<file path="config.mk">
export PLATFORM = sky130hd
export DESIGN_NAME = dcache_ctrl_flat
export DESIGN_NICKNAME = d
export VERILOG_FILES = /design/src/rtl/dcache_pkg.sv /design/src/rtl/dcache_ctrl_if.sv /design/src/rtl/dcache_array.sv /design/src/rtl/dcache_ctrl.sv /design/src/flat_wrapper.sv
export SDC_FILE = /design/constraint.sdc
export NUM_CORES = 1
export LEC_CHECK = 0
export BUFFER_PORTS_ARGS = -buffer_cell sky130_fd_sc_hd__buf_4
export CORE_MARGIN = 5
export CORE_UTILIZATION = 30
export DETAILED_ROUTE_END_ITERATION = 16
export GPL_ROUTABILITY_DRIVEN = 0
export PLACE_DENSITY = 0.5
export SLEW_MARGIN = 20
export SYNTH_ARGS = -nofsm -noshare
export SYNTH_HDL_FRONTEND = slang
export SYNTH_SLANG_ARGS = --single-unit
</file>
<file path="constraint.sdc">
create_clock -name clk -period 7 [get_ports clk]
set_input_delay 0.35 -clock clk [delete_from_list [all_inputs] [get_ports clk]]
set_output_delay 0.35 -clock clk [all_outputs]
set_load 0.005 [all_outputs]
</file>
<file path="src/rtl/dcache_pkg.sv">
// Shared defaults, FSM encoding and helpers
// for the direct-mapped write-through data cache.
package dcache_pkg;

  localparam int DEF_BLOCK_SIZE = 10;
  localparam int DEF_DATA_SIZE  = 32;
  localparam int DEF_INDEX_SIZE = 5;
  localparam int CNT_W          = 16;

  typedef enum logic [2:0] {
    IDLE,
    LOOKUP,
    MEM_RD,
    FILL,
    WRITE
  } state_e;

  function automatic logic [CNT_W-1:0] sat_inc(
    input logic [CNT_W-1:0] v
  );
    return (v == {CNT_W{1'b1}}) ? v : v + 1'b1;
  endfunction

endpackage

</file>
<file path="src/rtl/dcache_ctrl_if.sv">
// CPU request/response and backing-memory bus
// of the data cache controller.
interface dcache_ctrl_if
  import dcache_pkg::*;
#(
  parameter int BLOCK_SIZE = DEF_BLOCK_SIZE,
  parameter int DATA_SIZE  = DEF_DATA_SIZE
);

  logic                  cpu_req_valid;
  logic                  cpu_req_ready;
  logic                  cpu_we;
  logic [BLOCK_SIZE-1:0] cpu_addr;
  logic [DATA_SIZE-1:0]  cpu_wdata;
  logic                  cpu_resp_valid;
  logic [DATA_SIZE-1:0]  cpu_rdata;
  logic                  cpu_hit;

  logic [BLOCK_SIZE-1:0] mem_rdAddr;
  logic                  mem_rdEn;
  logic [BLOCK_SIZE-1:0] mem_wrAddr;
  logic [DATA_SIZE-1:0]  mem_wrData;
  logic                  mem_wrEn;
  logic [DATA_SIZE-1:0]  mem_data;

  logic [CNT_W-1:0]      hit_cnt;
  logic [CNT_W-1:0]      miss_cnt;

  modport slave (
    input  cpu_req_valid, cpu_we,
    input  cpu_addr, cpu_wdata, mem_data,
    output cpu_req_ready, cpu_resp_valid,
    output cpu_rdata, cpu_hit,
    output mem_rdAddr, mem_rdEn,
    output mem_wrAddr, mem_wrData, mem_wrEn,
    output hit_cnt, miss_cnt
  );

  modport master (
    output cpu_req_valid, cpu_we,
    output cpu_addr, cpu_wdata, mem_data,
    input  cpu_req_ready, cpu_resp_valid,
    input  cpu_rdata, cpu_hit,
    input  mem_rdAddr, mem_rdEn,
    input  mem_wrAddr, mem_wrData, mem_wrEn,
    input  hit_cnt, miss_cnt
  );

endinterface

</file>
<file path="src/rtl/dcache_array.sv">
// Valid/tag/data line storage: asynchronous read,
// synchronous write, valid bits cleared on reset.
module dcache_array
  import dcache_pkg::*;
#(
  parameter int DATA_SIZE  = DEF_DATA_SIZE,
  parameter int INDEX_SIZE = DEF_INDEX_SIZE,
  parameter int TAG_SIZE   = DEF_BLOCK_SIZE - DEF_INDEX_SIZE,
  parameter int CACHE_ROWS = 2**INDEX_SIZE
) (
  input  logic                  clk,
  input  logic                  rst,
  input  logic [INDEX_SIZE-1:0] rd_idx_i,
  output logic                  rd_valid_o,
  output logic [TAG_SIZE-1:0]   rd_tag_o,
  output logic [DATA_SIZE-1:0]  rd_data_o,
  input  logic                  we_i,
  input  logic [INDEX_SIZE-1:0] wr_idx_i,
  input  logic [TAG_SIZE-1:0]   wr_tag_i,
  input  logic [DATA_SIZE-1:0]  wr_data_i
);

  logic [CACHE_ROWS-1:0] valid_q;
  logic [TAG_SIZE-1:0]   tag_q  [CACHE_ROWS];
  logic [DATA_SIZE-1:0]  data_q [CACHE_ROWS];

  always_ff @(posedge clk) begin
    if (rst) begin
      valid_q <= '0;
    end else if (we_i) begin
      valid_q[wr_idx_i] <= 1'b1;
    end
  end

  always_ff @(posedge clk) begin
    if (we_i) begin
      tag_q[wr_idx_i]  <= wr_tag_i;
      data_q[wr_idx_i] <= wr_data_i;
    end
  end

  assign rd_valid_o = valid_q[rd_idx_i];
  assign rd_tag_o   = tag_q[rd_idx_i];
  assign rd_data_o  = data_q[rd_idx_i];

endmodule

</file>
<file path="src/rtl/dcache_ctrl.sv">
// Direct-mapped, write-through, no-write-allocate
// data cache controller with hit/miss counters.
module dcache_ctrl
  import dcache_pkg::*;
#(
  parameter int BLOCK_SIZE = DEF_BLOCK_SIZE,
  parameter int DATA_SIZE  = DEF_DATA_SIZE,
  parameter int INDEX_SIZE = DEF_INDEX_SIZE,
  parameter int TAG_SIZE   = BLOCK_SIZE - INDEX_SIZE,
  parameter int CACHE_ROWS = 2**INDEX_SIZE
) (
  input  logic          clk,
  input  logic          rst,
  dcache_ctrl_if.slave  bus
);

  state_e state_q, state_d;
  logic   lk_wait_q, lk_wait_d;
  logic   we_q, we_d;
  logic   wr_hit_q, wr_hit_d;

  logic [BLOCK_SIZE-1:0] addr_q, addr_d;
  logic [DATA_SIZE-1:0]  wdata_q, wdata_d;

  logic                  ready_q, ready_d;
  logic                  resp_q, resp_d;
  logic [DATA_SIZE-1:0]  rdata_q, rdata_d;
  logic                  hit_q, hit_d;
  logic                  rd_en_q, rd_en_d;
  logic [BLOCK_SIZE-1:0] rd_addr_q, rd_addr_d;
  logic                  wr_en_q, wr_en_d;
  logic [BLOCK_SIZE-1:0] wr_addr_q, wr_addr_d;
  logic [DATA_SIZE-1:0]  wr_data_q, wr_data_d;
  logic [CNT_W-1:0]      hcnt_q, hcnt_d;
  logic [CNT_W-1:0]      mcnt_q, mcnt_d;

  logic [INDEX_SIZE-1:0] idx;
  logic [TAG_SIZE-1:0]   tag;
  logic                  arr_valid;
  logic [TAG_SIZE-1:0]   arr_tag;
  logic [DATA_SIZE-1:0]  arr_data;
  logic                  arr_we;
  logic [DATA_SIZE-1:0]  arr_wdata;
  logic                  lk_hit;

  assign idx    = addr_q[INDEX_SIZE-1:0];
  assign tag    = addr_q[BLOCK_SIZE-1:INDEX_SIZE];
  assign lk_hit = arr_valid && (arr_tag == tag);

  dcache_array #(
    .DATA_SIZE  (DATA_SIZE),
    .INDEX_SIZE (INDEX_SIZE),
    .TAG_SIZE   (TAG_SIZE),
    .CACHE_ROWS (CACHE_ROWS)
  ) u_array (
    .clk        (clk),
    .rst        (rst),
    .rd_idx_i   (idx),
    .rd_valid_o (arr_valid),
    .rd_tag_o   (arr_tag),
    .rd_data_o  (arr_data),
    .we_i       (arr_we & ~rst),
    .wr_idx_i   (idx),
    .wr_tag_i   (tag),
    .wr_data_i  (arr_wdata)
  );

  always_comb begin
    state_d   = state_q;
    lk_wait_d = 1'b0;
    we_d      = we_q;
    addr_d    = addr_q;
    wdata_d   = wdata_q;
    wr_hit_d  = wr_hit_q;
    resp_d    = 1'b0;
    rdata_d   = rdata_q;
    hit_d     = hit_q;
    rd_en_d   = 1'b0;
    rd_addr_d = rd_addr_q;
    wr_en_d   = 1'b0;
    wr_addr_d = wr_addr_q;
    wr_data_d = wr_data_q;
    hcnt_d    = hcnt_q;
    mcnt_d    = mcnt_q;
    arr_we    = 1'b0;
    arr_wdata = wdata_q;

    unique case (state_q)
      IDLE: begin
        if (bus.cpu_req_valid && ready_q) begin
          we_d      = bus.cpu_we;
          addr_d    = bus.cpu_addr;
          wdata_d   = bus.cpu_wdata;
          lk_wait_d = 1'b1;
          state_d   = LOOKUP;
        end
      end
      LOOKUP: begin
        // first cycle lets the tag compare settle
        if (!lk_wait_q) begin
          if (lk_hit) hcnt_d = sat_inc(hcnt_q);
          else        mcnt_d = sat_inc(mcnt_q);
          if (we_q) begin
            arr_we    = lk_hit;
            wr_hit_d  = lk_hit;
            wr_en_d   = 1'b1;
            wr_addr_d = addr_q;
            wr_data_d = wdata_q;
            state_d   = WRITE;
          end else if (lk_hit) begin
            resp_d    = 1'b1;
            rdata_d   = arr_data;
            hit_d     = 1'b1;
            state_d   = IDLE;
          end else begin
            rd_en_d   = 1'b1;
            rd_addr_d = addr_q;
            state_d   = MEM_RD;
          end
        end
      end
      MEM_RD: begin
        state_d = FILL;
      end
      FILL: begin
        arr_we    = 1'b1;
        arr_wdata = bus.mem_data;
        resp_d    = 1'b1;
        rdata_d   = bus.mem_data;
        hit_d     = 1'b0;
        state_d   = IDLE;
      end
      WRITE: begin
        resp_d  = 1'b1;
        hit_d   = wr_hit_q;
        state_d = IDLE;
      end
      default: begin
        state_d = IDLE;
      end
    endcase

    ready_d = (state_d == IDLE);
  end

  always_ff @(posedge clk) begin
    if (rst) begin
      state_q   <= IDLE;
      lk_wait_q <= 1'b0;
      we_q      <= 1'b0;
      addr_q    <= '0;
      wdata_q   <= '0;
      wr_hit_q  <= 1'b0;
      ready_q   <= 1'b0;
      resp_q    <= 1'b0;
      rdata_q   <= '0;
      hit_q     <= 1'b0;
      rd_en_q   <= 1'b0;
      rd_addr_q <= '0;
      wr_en_q   <= 1'b0;
      wr_addr_q <= '0;
      wr_data_q <= '0;
      hcnt_q    <= '0;
      mcnt_q    <= '0;
    end else begin
      state_q   <= state_d;
      lk_wait_q <= lk_wait_d;
      we_q      <= we_d;
      addr_q    <= addr_d;
      wdata_q   <= wdata_d;
      wr_hit_q  <= wr_hit_d;
      ready_q   <= ready_d;
      resp_q    <= resp_d;
      rdata_q   <= rdata_d;
      hit_q     <= hit_d;
      rd_en_q   <= rd_en_d;
      rd_addr_q <= rd_addr_d;
      wr_en_q   <= wr_en_d;
      wr_addr_q <= wr_addr_d;
      wr_data_q <= wr_data_d;
      hcnt_q    <= hcnt_d;
      mcnt_q    <= mcnt_d;
    end
  end

  assign bus.cpu_req_ready  = ready_q;
  assign bus.cpu_resp_valid = resp_q;
  assign bus.cpu_rdata      = rdata_q;
  assign bus.cpu_hit        = hit_q;
  assign bus.mem_rdEn       = rd_en_q;
  assign bus.mem_rdAddr     = rd_addr_q;
  assign bus.mem_wrEn       = wr_en_q;
  assign bus.mem_wrAddr     = wr_addr_q;
  assign bus.mem_wrData     = wr_data_q;
  assign bus.hit_cnt        = hcnt_q;
  assign bus.miss_cnt       = mcnt_q;

endmodule

</file>
<file path="src/flat_wrapper.sv">
// flat-port wrapper written by rule: the top's interface ports become plain ports
module dcache_ctrl_flat import dcache_pkg::*;
#(
  parameter int BLOCK_SIZE = DEF_BLOCK_SIZE,
  parameter int DATA_SIZE  = DEF_DATA_SIZE,
  parameter int INDEX_SIZE = DEF_INDEX_SIZE,
  parameter int TAG_SIZE   = BLOCK_SIZE - INDEX_SIZE,
  parameter int CACHE_ROWS = 2**INDEX_SIZE
)
  (clk, rst, bus_cpu_req_valid, bus_cpu_we, bus_cpu_addr, bus_cpu_wdata, bus_mem_data, bus_cpu_req_ready, bus_cpu_resp_valid, bus_cpu_rdata, bus_cpu_hit, bus_mem_rdAddr, bus_mem_rdEn, bus_mem_wrAddr, bus_mem_wrData, bus_mem_wrEn, bus_hit_cnt, bus_miss_cnt);
  dcache_ctrl_if #(.BLOCK_SIZE(BLOCK_SIZE), .DATA_SIZE(DATA_SIZE)) bus_i ();
  input  logic clk;
  input  logic rst;
  input wire logic [$bits(bus_i.cpu_req_valid)-1:0] bus_cpu_req_valid;
  input wire logic [$bits(bus_i.cpu_we)-1:0] bus_cpu_we;
  input wire logic [$bits(bus_i.cpu_addr)-1:0] bus_cpu_addr;
  input wire logic [$bits(bus_i.cpu_wdata)-1:0] bus_cpu_wdata;
  input wire logic [$bits(bus_i.mem_data)-1:0] bus_mem_data;
  output wire logic [$bits(bus_i.cpu_req_ready)-1:0] bus_cpu_req_ready;
  output wire logic [$bits(bus_i.cpu_resp_valid)-1:0] bus_cpu_resp_valid;
  output wire logic [$bits(bus_i.cpu_rdata)-1:0] bus_cpu_rdata;
  output wire logic [$bits(bus_i.cpu_hit)-1:0] bus_cpu_hit;
  output wire logic [$bits(bus_i.mem_rdAddr)-1:0] bus_mem_rdAddr;
  output wire logic [$bits(bus_i.mem_rdEn)-1:0] bus_mem_rdEn;
  output wire logic [$bits(bus_i.mem_wrAddr)-1:0] bus_mem_wrAddr;
  output wire logic [$bits(bus_i.mem_wrData)-1:0] bus_mem_wrData;
  output wire logic [$bits(bus_i.mem_wrEn)-1:0] bus_mem_wrEn;
  output wire logic [$bits(bus_i.hit_cnt)-1:0] bus_hit_cnt;
  output wire logic [$bits(bus_i.miss_cnt)-1:0] bus_miss_cnt;
  assign bus_i.cpu_req_valid = bus_cpu_req_valid;
  assign bus_i.cpu_we = bus_cpu_we;
  assign bus_i.cpu_addr = bus_cpu_addr;
  assign bus_i.cpu_wdata = bus_cpu_wdata;
  assign bus_i.mem_data = bus_mem_data;
  assign bus_cpu_req_ready = bus_i.cpu_req_ready;
  assign bus_cpu_resp_valid = bus_i.cpu_resp_valid;
  assign bus_cpu_rdata = bus_i.cpu_rdata;
  assign bus_cpu_hit = bus_i.cpu_hit;
  assign bus_mem_rdAddr = bus_i.mem_rdAddr;
  assign bus_mem_rdEn = bus_i.mem_rdEn;
  assign bus_mem_wrAddr = bus_i.mem_wrAddr;
  assign bus_mem_wrData = bus_i.mem_wrData;
  assign bus_mem_wrEn = bus_i.mem_wrEn;
  assign bus_hit_cnt = bus_i.hit_cnt;
  assign bus_miss_cnt = bus_i.miss_cnt;
  dcache_ctrl #(.BLOCK_SIZE(BLOCK_SIZE), .DATA_SIZE(DATA_SIZE), .INDEX_SIZE(INDEX_SIZE), .TAG_SIZE(TAG_SIZE), .CACHE_ROWS(CACHE_ROWS)) u_core (.clk(clk), .rst(rst), .bus(bus_i));
endmodule
</file>
Yosys cells after proc, flatten, opt, wreduce, memory -nomap -nowiden. Memories as Yosys holds them, arrays and structs flattened. A register that Yosys moved wholly into a read port is not among the register bits. Index checks and enable logic that the tools add are counted.

Flip-flop bits (word level): 201. Latch bits: 0. Bits in writable memories: 1184. Bits in read-only memories: 0. Bits of input ports: 78. Output and inout port bits: 121. Memories kept: 2.

Memory list: u_core.u_array.data_q (words 32, bits a word 32, read ports 1, clocked after Yosys merged registers in 1, write ports 1, RTL line dcache_array.sv:25) `logic [DATA_SIZE-1:0] data_q [CACHE_ROWS];`; u_core.u_array.tag_q (words 32, bits a word 5, read ports 1, clocked after Yosys merged registers in 1, write ports 1, RTL line dcache_array.sv:24) `logic [TAG_SIZE-1:0] tag_q [CACHE_ROWS];`.

Add/subtract/negate cells: 2. Multipliers: 0. Divide/modulo/power cells: 0. $lt $le $gt $ge: 2. Eq/ne operators: 10. Shift operators: 0. Muxes and demuxes: 34. Bitwise operators: 10. Reduce and logical (&&, ||, !) cells: 18.

Operators with widths (count): $mux 32 (4); $pmux 32 s2 (1); $add 16x1->16 const B (2); $eq 16x16->1 const B (2); $or 32x32->32 (1); $mux 5 (4); $reduce_and 4->1 (5); $mux 1 (15); $mux 3 (3); $pmux 3 s3 (1); $not 1->1 (8); $eq 3x2->1 const B (2); $logic_not 3->1 (2); $lt 5x6->1 const B (1); $bmux 1 s5 (1); $demux 1 s5 (1); $eq 5x5->1 (1); $ge 5x1->1 const B (1); $ne 2x2->1 const B (2); $pmux 1 s2 (2); $reduce_or 2->1 (2); $reduce_or 4->1 (1); $eq 3x1->1 const B (1); $eq 3x3->1 const B (1); other kinds (10) (12).

Logic depth before layout (Yosys ltp). Gate-level depths: netlist of the first run.

Word-level depth: 9. Mapped depth: 14. Depth with buffers taken out: 9.

By module. A second synthesis of the first run with hierarchy kept.

Cells, all modules: 3599. Area total of the unflattened synthesis: 54218.2 µm².

By module, submodules not included: dcache_array (instances 1, cells an instance 2704, area each 47292.9 µm², sequential area each 36194.7 µm²); dcache_ctrl (instances 1, cells an instance 895, area each 6925.4 µm², sequential area each 3383.2 µm²).

Worst setup path before layout of the first run. Ideal clock, no wire load.

Path kind: register to register. Start: reg (tool-made name). End: mem u_core.u_array.data_q[10][0] (netlist bit) (enable). Data arrival time: 4.815 ns. Data required time: 6.523 ns. Path slack: 1.708 ns. Stages on the path, launching flop included: 15. Path buffers: 5. Cells stage by stage: dfxtp_1 -> buf_6 -> buf_12 -> buf_12 -> mux2i_1 -> a22oi_1 -> a21oi_1 -> nor4_1 -> xnor2_1 -> nand4_2 -> buf_6 -> nor2_1 -> a21oi_2 -> buf_2 -> nor3_1.

RTL lines (RTL line): to (decl) (dcache_array.sv:25).

==> summary.log, run 1 <==
qor: outcome.outcome completed
qor: yosys.ffs_w_async_s_r_synth 0
qor: clock_network.worst_setup_hold_path_clk_slew 0.06 ns
qor: final_layout.area.sequential 0.03969 sq mm
qor: floorplanning.core_area 0.1782 sq mm
qor: yosys.syn-mean-instance-area 17.97 sq um
qor: setup_path.category_of_the_critical_setup_timing_path register to register
qor: final_layout.fin_util 0.3552
qor: yosys.synth_top_area_frac 0.6620
qor: final_layout.area_growth_syn_to_layout 17.88%
qor: routing.average_vias_per_placed_instance 4.987
qor: routing.finalWirelength 147.8 mm
qor: yosys.postSynth.topFlopCell edfxtp_1
qor: power.max-vdd-ir-drop 0.1787 mV
qor: setup_path.worst_path_dominant_cell_family simple AND/OR/NAND/NOR gates
qor: floorplanning.initial_cell_density_of_the_core 0.3014
qor: clock_network.htreeDepth 4
qor: sta.final_min_period_over_clock_period 0.7882
qor: clock_network.cts-hold-fix-buffers 74
qor: global_routing.grt_max_degree 118
qor: place.placedInstanceArea 0.05808 sq mm
qor: yosys.post_synth_instance_area 0.05371 sq mm
qor: yosys.synth.cells.most_frequent edfxtp_1, nand2_1, mux4_2
qor: clock_network.cts_tree built
qor: global_routing.global_route.usage.total 0.1547
qor: clock_network.cts-root-to-sink-buffers 3
qor: sta.rsz0062_at_grt no
qor: yosys.synth.lib_cells_used.distinct 63
qor: place.hpwlAfterDp 83.00 mm
qor: sta.finalClockSkew 0.02482 ns
qor: setup_path.worst_setup_path_start_kind register
qor: yosys.synthesis.nets 3068
qor: setup_path.cp_cell_sequence buf_12, mux2i_1, a22oi_1, a21oi_1, nor4_1, xnor2_1, nand4_2, o32ai_4, nand3_1, nor2_4, buf_4
qor: routing.routed_wire_length_per_instance 25.75 microns
qor: final_layout.finish.net_count 3362
qor: yosys.synth_seq_cells 1390
qor: final_layout.design_area 0.06331 sq mm
qor: final_layout.instances_no_fill 5741
qor: yosys.yosys.area.top_type edfxtp_1
qor: clock_network.postCtsSetupBuffers 0
qor: clock_network.clock_sink_count 1390
qor: run.max_cap_viol_count 0
qor: routing.dr.first_iter.drc_count 2823
qor: yosys.synth_enable_flop_cells 1184
qor: setup_path.crit_path_top_delay_cell o32ai_4
qor: floorplanning.dieHeight 433.1 microns
qor: sta.maxSlewViolCount 0
qor: sta.fmax 0.1813 GHz
qor: setup_path.critPathMaxFanout 67
qor: floorplanning.floorplan.rows 155
qor: sta.worst-slew-pin-transition 1.152 ns
qor: power.totalPowerFinal 18.96 mW
qor: routing.detailroute.via_count 28630
qor: sta.fin_ws 1.483 ns
qor: floorplanning.io-pin-count 199
qor: sta.final_min_period 5.517 ns
qor: min_path.worst_hold_path_type primary input to register
qor: place.placedCellCount 5420
qor: yosys.ys_seq_area_frac 0.7388
qor: routing.detail_route.drc_violations 0
qor: yosys.post_synth_inst_count 2988
qor: clock_network.clk_latency 0.76 ns
qor: final_layout.filler_cell_count 16660
qor: yosys.ys_warn_count 0
qor: setup_path.cp_num_buf_inv 2
qor: final_layout.post_route_cells_drive_above_1_share 0.2349
qor: clock_network.post_cts.resized_instances 0
qor: routing.residual_antenna_violating_net_count_after_detailed_routing 0
qor: global_routing.initial_antenna_violation_count 4
qor: setup_path.crit_path_max_incr_delay 0.82 ns
qor: sta.setup_violations 0
qor: setup_path.category_of_the_worst_setup_path_capture_point register
qor: power.power_density 299.4 mW/mm^2
qor: sta.slew-limit-headroom 0.2320
qor: yosys.synth.most_common_cell edfxtp_1
qor: clock_network.cts-buffers-inserted 141
qor: sta.hold_viol_final 0
qor: routing.firstDrtPassIters 7
qor: floorplanning.chipWidth 433.1 microns
qor: global_routing.global_route.overflow_total 0
qor: sta.tns 0 ns
qor: place.place_ws 1.452 ns
qor: clock_network.clock-root-buffer clkbuf_16
qor: final_layout.multiInputGateArea 0.01323 sq mm
qor: place.port_buffers 198
qor: floorplanning.dieArea 0.1876 sq mm
qor: setup_path.critical_path_required 7.36 ns
qor: yosys.post_synth_main_area_contributors edfxtp_1, mux4_2, dfxtp_1
qor: sta.fin_worst_hold_slack 0.07242 ns
qor: setup_path.cp_data_arrival_time 5.88 ns
qor: global_routing.wire_length_of_the_first_global_routing_pass 210.0 mm
qor: global_routing.first_global_vias 28610
qor: power.static-leakage-power 19.84 nW
[placed cells by master (no fill, tap or decap), types with 30 or more instances in the layout]
master and n:
edfxtp_1 1184, mux2i_1 217, mux4_2 266, inv_1 33, nor3_2 30, nor2_1 71
a21oi_1 135, clkbuf_16 151, clkbuf_1 31, nand2_1 296, dlygate4sd3_1 74, dfxtp_1 203
o22ai_1 37, clkinv_1 32, a22oi_1 130, buf_4 267
[worst reg2reg max path: stages, from the launching register on]
cell     delay, ns
dfxtp_4       0.73
buf_12        0.48
mux2i_1       0.20
a22oi_1       0.22
a21oi_1       0.09
nor4_1        0.43
xnor2_1       0.19
nand4_2       0.49
o32ai_4       0.83
nand3_1       0.54
nor2_4        0.21
buf_4         0.70
[registers in the layout, summed over array words and instances (netlist names), 3 cells and up, named ones only]
name / count
u_core.addr_q: 10
u_core.u_array.data_q: 1024
u_core.u_array.valid_q: 32
u_core.bus.mem_wrData: 32
u_core.bus.cpu_rdata: 32
u_core.bus.miss_cnt: 16
u_core.wdata_q: 32
u_core.u_array.tag_q: 160
u_core.state_q: 3
u_core.bus.hit_cnt: 16
u_core.bus.mem_rdAddr: 10
u_core.bus.mem_wrAddr: 10
[logic make-up (layout without fill, tap and decap cells)]
kind of cell,count (synthesis),count (layout),share of synthesized area
compound gates,353,353,0.04345
xor+xnor,10,10,0.001631
fa+ha+maj,2,2,0.0004658
buf+inv,229,626,0.01973
flops,1390,1390,0.7388
mux,493,493,0.1541
other cells,0,1,0
simple gates,511,511,0.04189
[routing by layer]
metal,share of wire,wire [microns],GRT usage,vias to the layer above
met3,0.046,6836,0.02513,190
met4,0.024,3602,0.04671,0
met1,0.45,66470,0.2161,15260
met2,0.48,70890,0.2495,724
li1,-,-,-,12460
met5,0,0,0,-
[report_power, final]
part / switching (mW) / internal (mW) / leakage, nW / total [mW]
logic: 1.39 / 0.767 / 5.04 / 2.16
clock network: 3.10 / 4.27 / 2.18 / 7.37
registers: 0.104 / 9.32 / 12.6 / 9.42
total: 4.60 / 14.4 / 19.8 / 19.0
[area by class of cell]
type / instances / share of cell area
Inverter: 33 / 0.001956
Clock inverter: 61 / 0.008260
Antenna cell: 1 / 0.00003952
Timing Repair Buffer: 347 / 0.04516
Sequential cell: 1390 / 0.6269
Multi-Input combinational cell: 1369 / 0.2090
Tap cell: 2355 / 0.04654
Clock buffer: 185 / 0.06217
[final timing paths]
kind | start | to | slack (ns) | depth (start not counted)
hold / removal | bus_cpu_addr[1] | register | 0.07 | 3
hold reg to reg | u_core.u_array.valid_q[14] | u_core.u_array.valid_q[14] | 0.46 | 2
setup reg to reg | register | u_core.u_array.data_q[11][8] | 1.48 | 11
setup / recovery | register | u_core.u_array.data_q[11][8] | 1.48 | 11
(Power assumes the default switching activity.)
==> run 2, diff against run 1 <==
==> constraint.sdc (replaced) <==
create_clock -name clk -period 5.6 [get_ports clk]
set_input_delay 0.28 -clock clk [delete_from_list [all_inputs] [get_ports clk]]
set_output_delay 0.28 -clock clk [all_outputs]
set_load 0.005 [all_outputs]
==> run 2 against run 1 <==
Via count grew 1.0%. Total power grew 27%. Sequential cell count is the same. Combinational power grew 33%. Non-clock buffer count grew 53. Largest power group unchanged. Clock-buffer cell count grew 6. Critical endpoint is now u_core.u_array.data_q[24][10]. Critical path depth shrank 2. Critical path type unchanged.
==> summary.log, run 2 (same netlist as run 1, synthesis figures left out) <==
qor: outcome.outcome completed [unchanged]
qor: setup_path.category_of_the_critical_setup_timing_path register to register [unchanged]
qor: clock_network.clk_latency 0.78 ns [was 0.76 ns]
qor: place.hpwlAfterDp 91.30 mm [was 83.00 mm]
qor: clock_network.cts-root-to-sink-buffers 3 [unchanged]
qor: run.max_cap_viol_count 0 [unchanged]
qor: setup_path.crit_path_max_incr_delay 0.95 ns [was 0.82 ns]
qor: global_routing.first_global_vias 29490 [was 28610]
qor: routing.residual_antenna_violating_net_count_after_detailed_routing 0 [unchanged]
qor: sta.slew-limit-headroom 0.2236 [was 0.2320]
qor: setup_path.r2r_slack 0.67 ns [was 1.48 ns]
qor: floorplanning.initial_cell_density_of_the_core 0.3014 [unchanged]
qor: routing.firstDrtPassIters 8 [was 7]
qor: sta.rsz0062_at_grt no [unchanged]
qor: global_routing.initial_antenna_violation_count 3 [was 4]
qor: power.static-leakage-power 20.27 nW [was 19.84 nW]
qor: routing.average_vias_per_placed_instance 4.978 [was 4.987]
qor: final_layout.max_flop_register u_core.u_array.data_q [unchanged]
qor: setup_path.worst_path_dominant_cell_family compound AO/OA/AOI/OAI gates [was simple AND/OR/NAND/NOR gates]
qor: power.power_density 377.4 mW/mm^2 [was 299.4 mW/mm^2]
qor: global_routing.global_route.usage.total 0.1593 [was 0.1547]
qor: power.sequential_group_share_of_total_power 0.487 [was 0.497]
qor: floorplanning.floorplan.rows 155 [unchanged]
qor: setup_path.startpoint u_core.addr_q[0]
qor: clock_network.worst_setup_hold_path_clk_slew 0.06 ns [about the same]
qor: final_layout.layout.cells.most_common_list edfxtp_1, buf_4, nand2_1 [was edfxtp_1, nand2_1, buf_4]
qor: setup_path.timing.rr.end u_core.u_array.data_q[24][10] [was u_core.u_array.data_q[11][8]]
qor: floorplanning.chipWidth 433.1 microns [unchanged]
qor: final_layout.mostFrequentLayoutCell edfxtp_1 [unchanged]
qor: clock_network.htreeDepth 4 [unchanged]
qor: place.placedInstanceArea 0.05857 sq mm [was 0.05808 sq mm]
qor: setup_path.worst_setup_path_endpoint u_core.u_array.data_q[24][10] [was u_core.u_array.data_q[11][8]]
qor: routing.routed_wire_length_per_instance 26.15 microns [was 25.75 microns]
qor: setup_path.worst_setup_path_start_kind register [unchanged]
qor: final_layout.area_growth_syn_to_layout 19.23% [was 17.88%]
qor: setup_path.cell_seen_most_often_among_critical_path_stages buf_4
qor: setup_path.path_depth 9 [was 11]
qor: routing.detailroute.via_count 28930 [was 28630]
qor: clock_network.post_cts.resized_instances 0 [unchanged]
qor: sta.final_min_period_over_clock_period 0.8802 [was 0.7882]
qor: floorplanning.io-pin-count 199 [unchanged]
qor: setup_path.worstRegToRegCells 9 [was 11]
qor: power.clockPowerShare 0.394 [was 0.389]
qor: final_layout.finish.net_count 3419 [was 3362]
qor: setup_path.cp_cell_sequence mux4_2, nand3_1, o21ai_0, o41ai_4, nor2_1, a21oi_4, buf_4, nor3_2, buf_4 [was buf_12, mux2i_1, a22oi_1, a21oi_1, nor4_1, xnor2_1, nand4_2, o32ai_4, nand3_1, nor2_4, buf_4]
qor: final_layout.post_route_cells_drive_above_1_share 0.2519 [was 0.2349]
qor: floorplanning.core_area 0.1782 sq mm [unchanged]
qor: setup_path.crit_path_top_delay_cell a21oi_4 [was o32ai_4]
qor: setup_path.cp_data_arrival_time 5.36 ns [was 5.88 ns]
qor: setup_path.critPathMaxFanout 35 [was 67]
qor: power.netSwitchingPower 6.044 mW [was 4.599 mW]
qor: routing.detail_route.drc_violations 0 [unchanged]
qor: global_routing.global_route.overflow_total 0 [unchanged]
qor: setup_path.regToRegStartpoint u_core.addr_q[0]
qor: final_layout.design_area 0.06404 sq mm [was 0.06331 sq mm]
qor: clock_network.clock-root-buffer clkbuf_16 [unchanged]
qor: final_layout.largest_register_ffs 1024 [unchanged]
qor: sta.tns 0 ns [unchanged]
qor: clock_network.cts-buffers-inserted 145 [was 141]
qor: power.max-vdd-ir-drop 0.2166 mV [was 0.1787 mV]
qor: sta.finalClockSkew 0.03330 ns [was 0.02482 ns]
qor: sta.final_min_period 4.929 ns [was 5.517 ns]
qor: place.port_buffers 198 [unchanged]
qor: routing.dr.first_iter.drc_count 2513 [was 2823]
qor: floorplanning.dieArea 0.1876 sq mm [unchanged]
qor: sta.worst-slew-pin-transition 1.162 ns [was 1.152 ns]
qor: global_routing.wire_length_of_the_first_global_routing_pass 217.0 mm [was 210.0 mm]
qor: floorplanning.dieHeight 433.1 microns [unchanged]
qor: sta.maxSlewViolCount 0 [unchanged]
qor: setup_path.category_of_the_worst_setup_path_capture_point register [unchanged]
qor: global_routing.grt_max_degree 116 [was 118]
qor: setup_path.critical_path_required 6.03 ns [was 7.36 ns]
qor: power.p_int 18.12 mW [was 14.36 mW]
qor: clock_network.clock_sink_count 1390 [unchanged]
qor: power.switching_power_share_of_the_total 0.2501 [was 0.2426]
qor: sta.hold_viol_final 0 [unchanged]
qor: routing.finalWirelength 151.9 mm [was 147.8 mm]
qor: final_layout.layout_top_registers u_core.u_array.data_q: 1024 flops, u_core.u_array.tag_q: 160 flops [unchanged]
qor: sta.fmax 0.2029 GHz [was 0.1813 GHz]
qor: sta.setup_violations 0 [unchanged]
qor: setup_path.cp_num_buf_inv 2 [unchanged]
qor: min_path.worst_hold_path_type primary input to register [unchanged]
qor: clock_network.cts_tree built [unchanged]
qor: power.comb_power_share 0.119 [was 0.114]
[run 2: cell count changes in the layout (fill, tap and decap cells not counted), moves of 2 or more]
cell	previous run	this run
clkbuf_8	4	10
clkinvlp_4	1	7
nor3_4	0	2
clkinv_2	13	24
clkinv_8	1	5
nand2_1	296	303
nand2_2	14	7
buf_4	267	311
buf_12	5	13
nor3_2	30	28
clkinv_1	32	19
clkinv_4	0	2
[run 2: what timing repair did]
action	4_1_cts	5_1_grt
setup buffers	0	0
hold buffers	75	0
endpoints found under the hold margin	83	0
[run 2: layout make-up]
class / instances / area [sq um]
diodes: 1 / 2.502
clock buffers: 191 / 4040
clock inverters: 71 / 646.9
well taps: 2355 / 2947
fillers: 16560 / 114200
inverters: 33 / 123.9
flip-flops and latches: 1390 / 39690
repair buffers: 400 / 3359
multi-input cells: 1369 / 13230
[run 2: how the worst min path moves through the flow]
stage	from	to	slack [ns]	depth (start not counted)
after floorplan	bus_cpu_wdata[0]	u_core.wdata_q[0]	0.42	2
after global placement	u_core.u_array.valid_q[18]	u_core.u_array.valid_q[18]	0.44	2
after detailed placement	u_core.bus.mem_wrData[30]	u_core.bus.mem_wrData[30]	0.45	2
after CTS	bus_cpu_req_valid	u_core.addr_q[5]	0.003	5
after global routing	bus_cpu_addr[1]	register	0.02	3
final	bus_cpu_req_valid	u_core.addr_q[5]	0.04	5
[run 2: routing by layer]
metal,wire (microns),GRT usage,vias to the layer above
li1,-,-,12610
met1,65130,0.2143,15350
met2,76140,0.2714,788
met3,7361,0.02358,177
met4,3302,0.04091,0
met5,0,0,-
[run 2: through the flow]
| step | power, mW | setup WS (ns) | std cells | hold WS, ns | util |
|---|---|---|---|---|---|
| after floorplan | 13.68 | 0.3075 | 2988 | 0.4160 | - |
| after global placement | 14.87 | 0.8103 | 5472 | 0.4434 | 0.3286 |
| after detailed placement | 14.88 | 0.6906 | 5472 | 0.4483 | 0.3287 |
| after CTS | 24.48 | 0.6719 | 5809 | 0.003119 | 0.3592 |
| after global routing | 25.07 | 0.3729 | 5809 | 0.01939 | 0.3593 |
| final | 24.17 | 0.6709 | 5810 | 0.03748 | 0.3593 |
[run 2: worst register-to-register path, delay by kind of cell, from the launching register on]
kind	cells	cell delay, ns
AO/OA/AOI/OAI	3	1.96
AND/OR/NAND/NOR	3	0.39
flip-flops	1	0.83
buffers and inverters	2	0.78
multiplexers	1	0.60
[run 2: power groups by stage]
stage | combinational, mW | clock (mW) | sequential, mW
6_report | 2.87 | 9.53 | 11.8
5_1_grt | 3.08 | 10.2 | 11.8
4_1_cts | 2.95 | 9.76 | 11.8
3_5_place_dp | 2.89 | 0 | 12.0
3_3_place_gp | 2.88 | 0 | 12.0
2_1_floorplan | 1.76 | 0 | 11.9
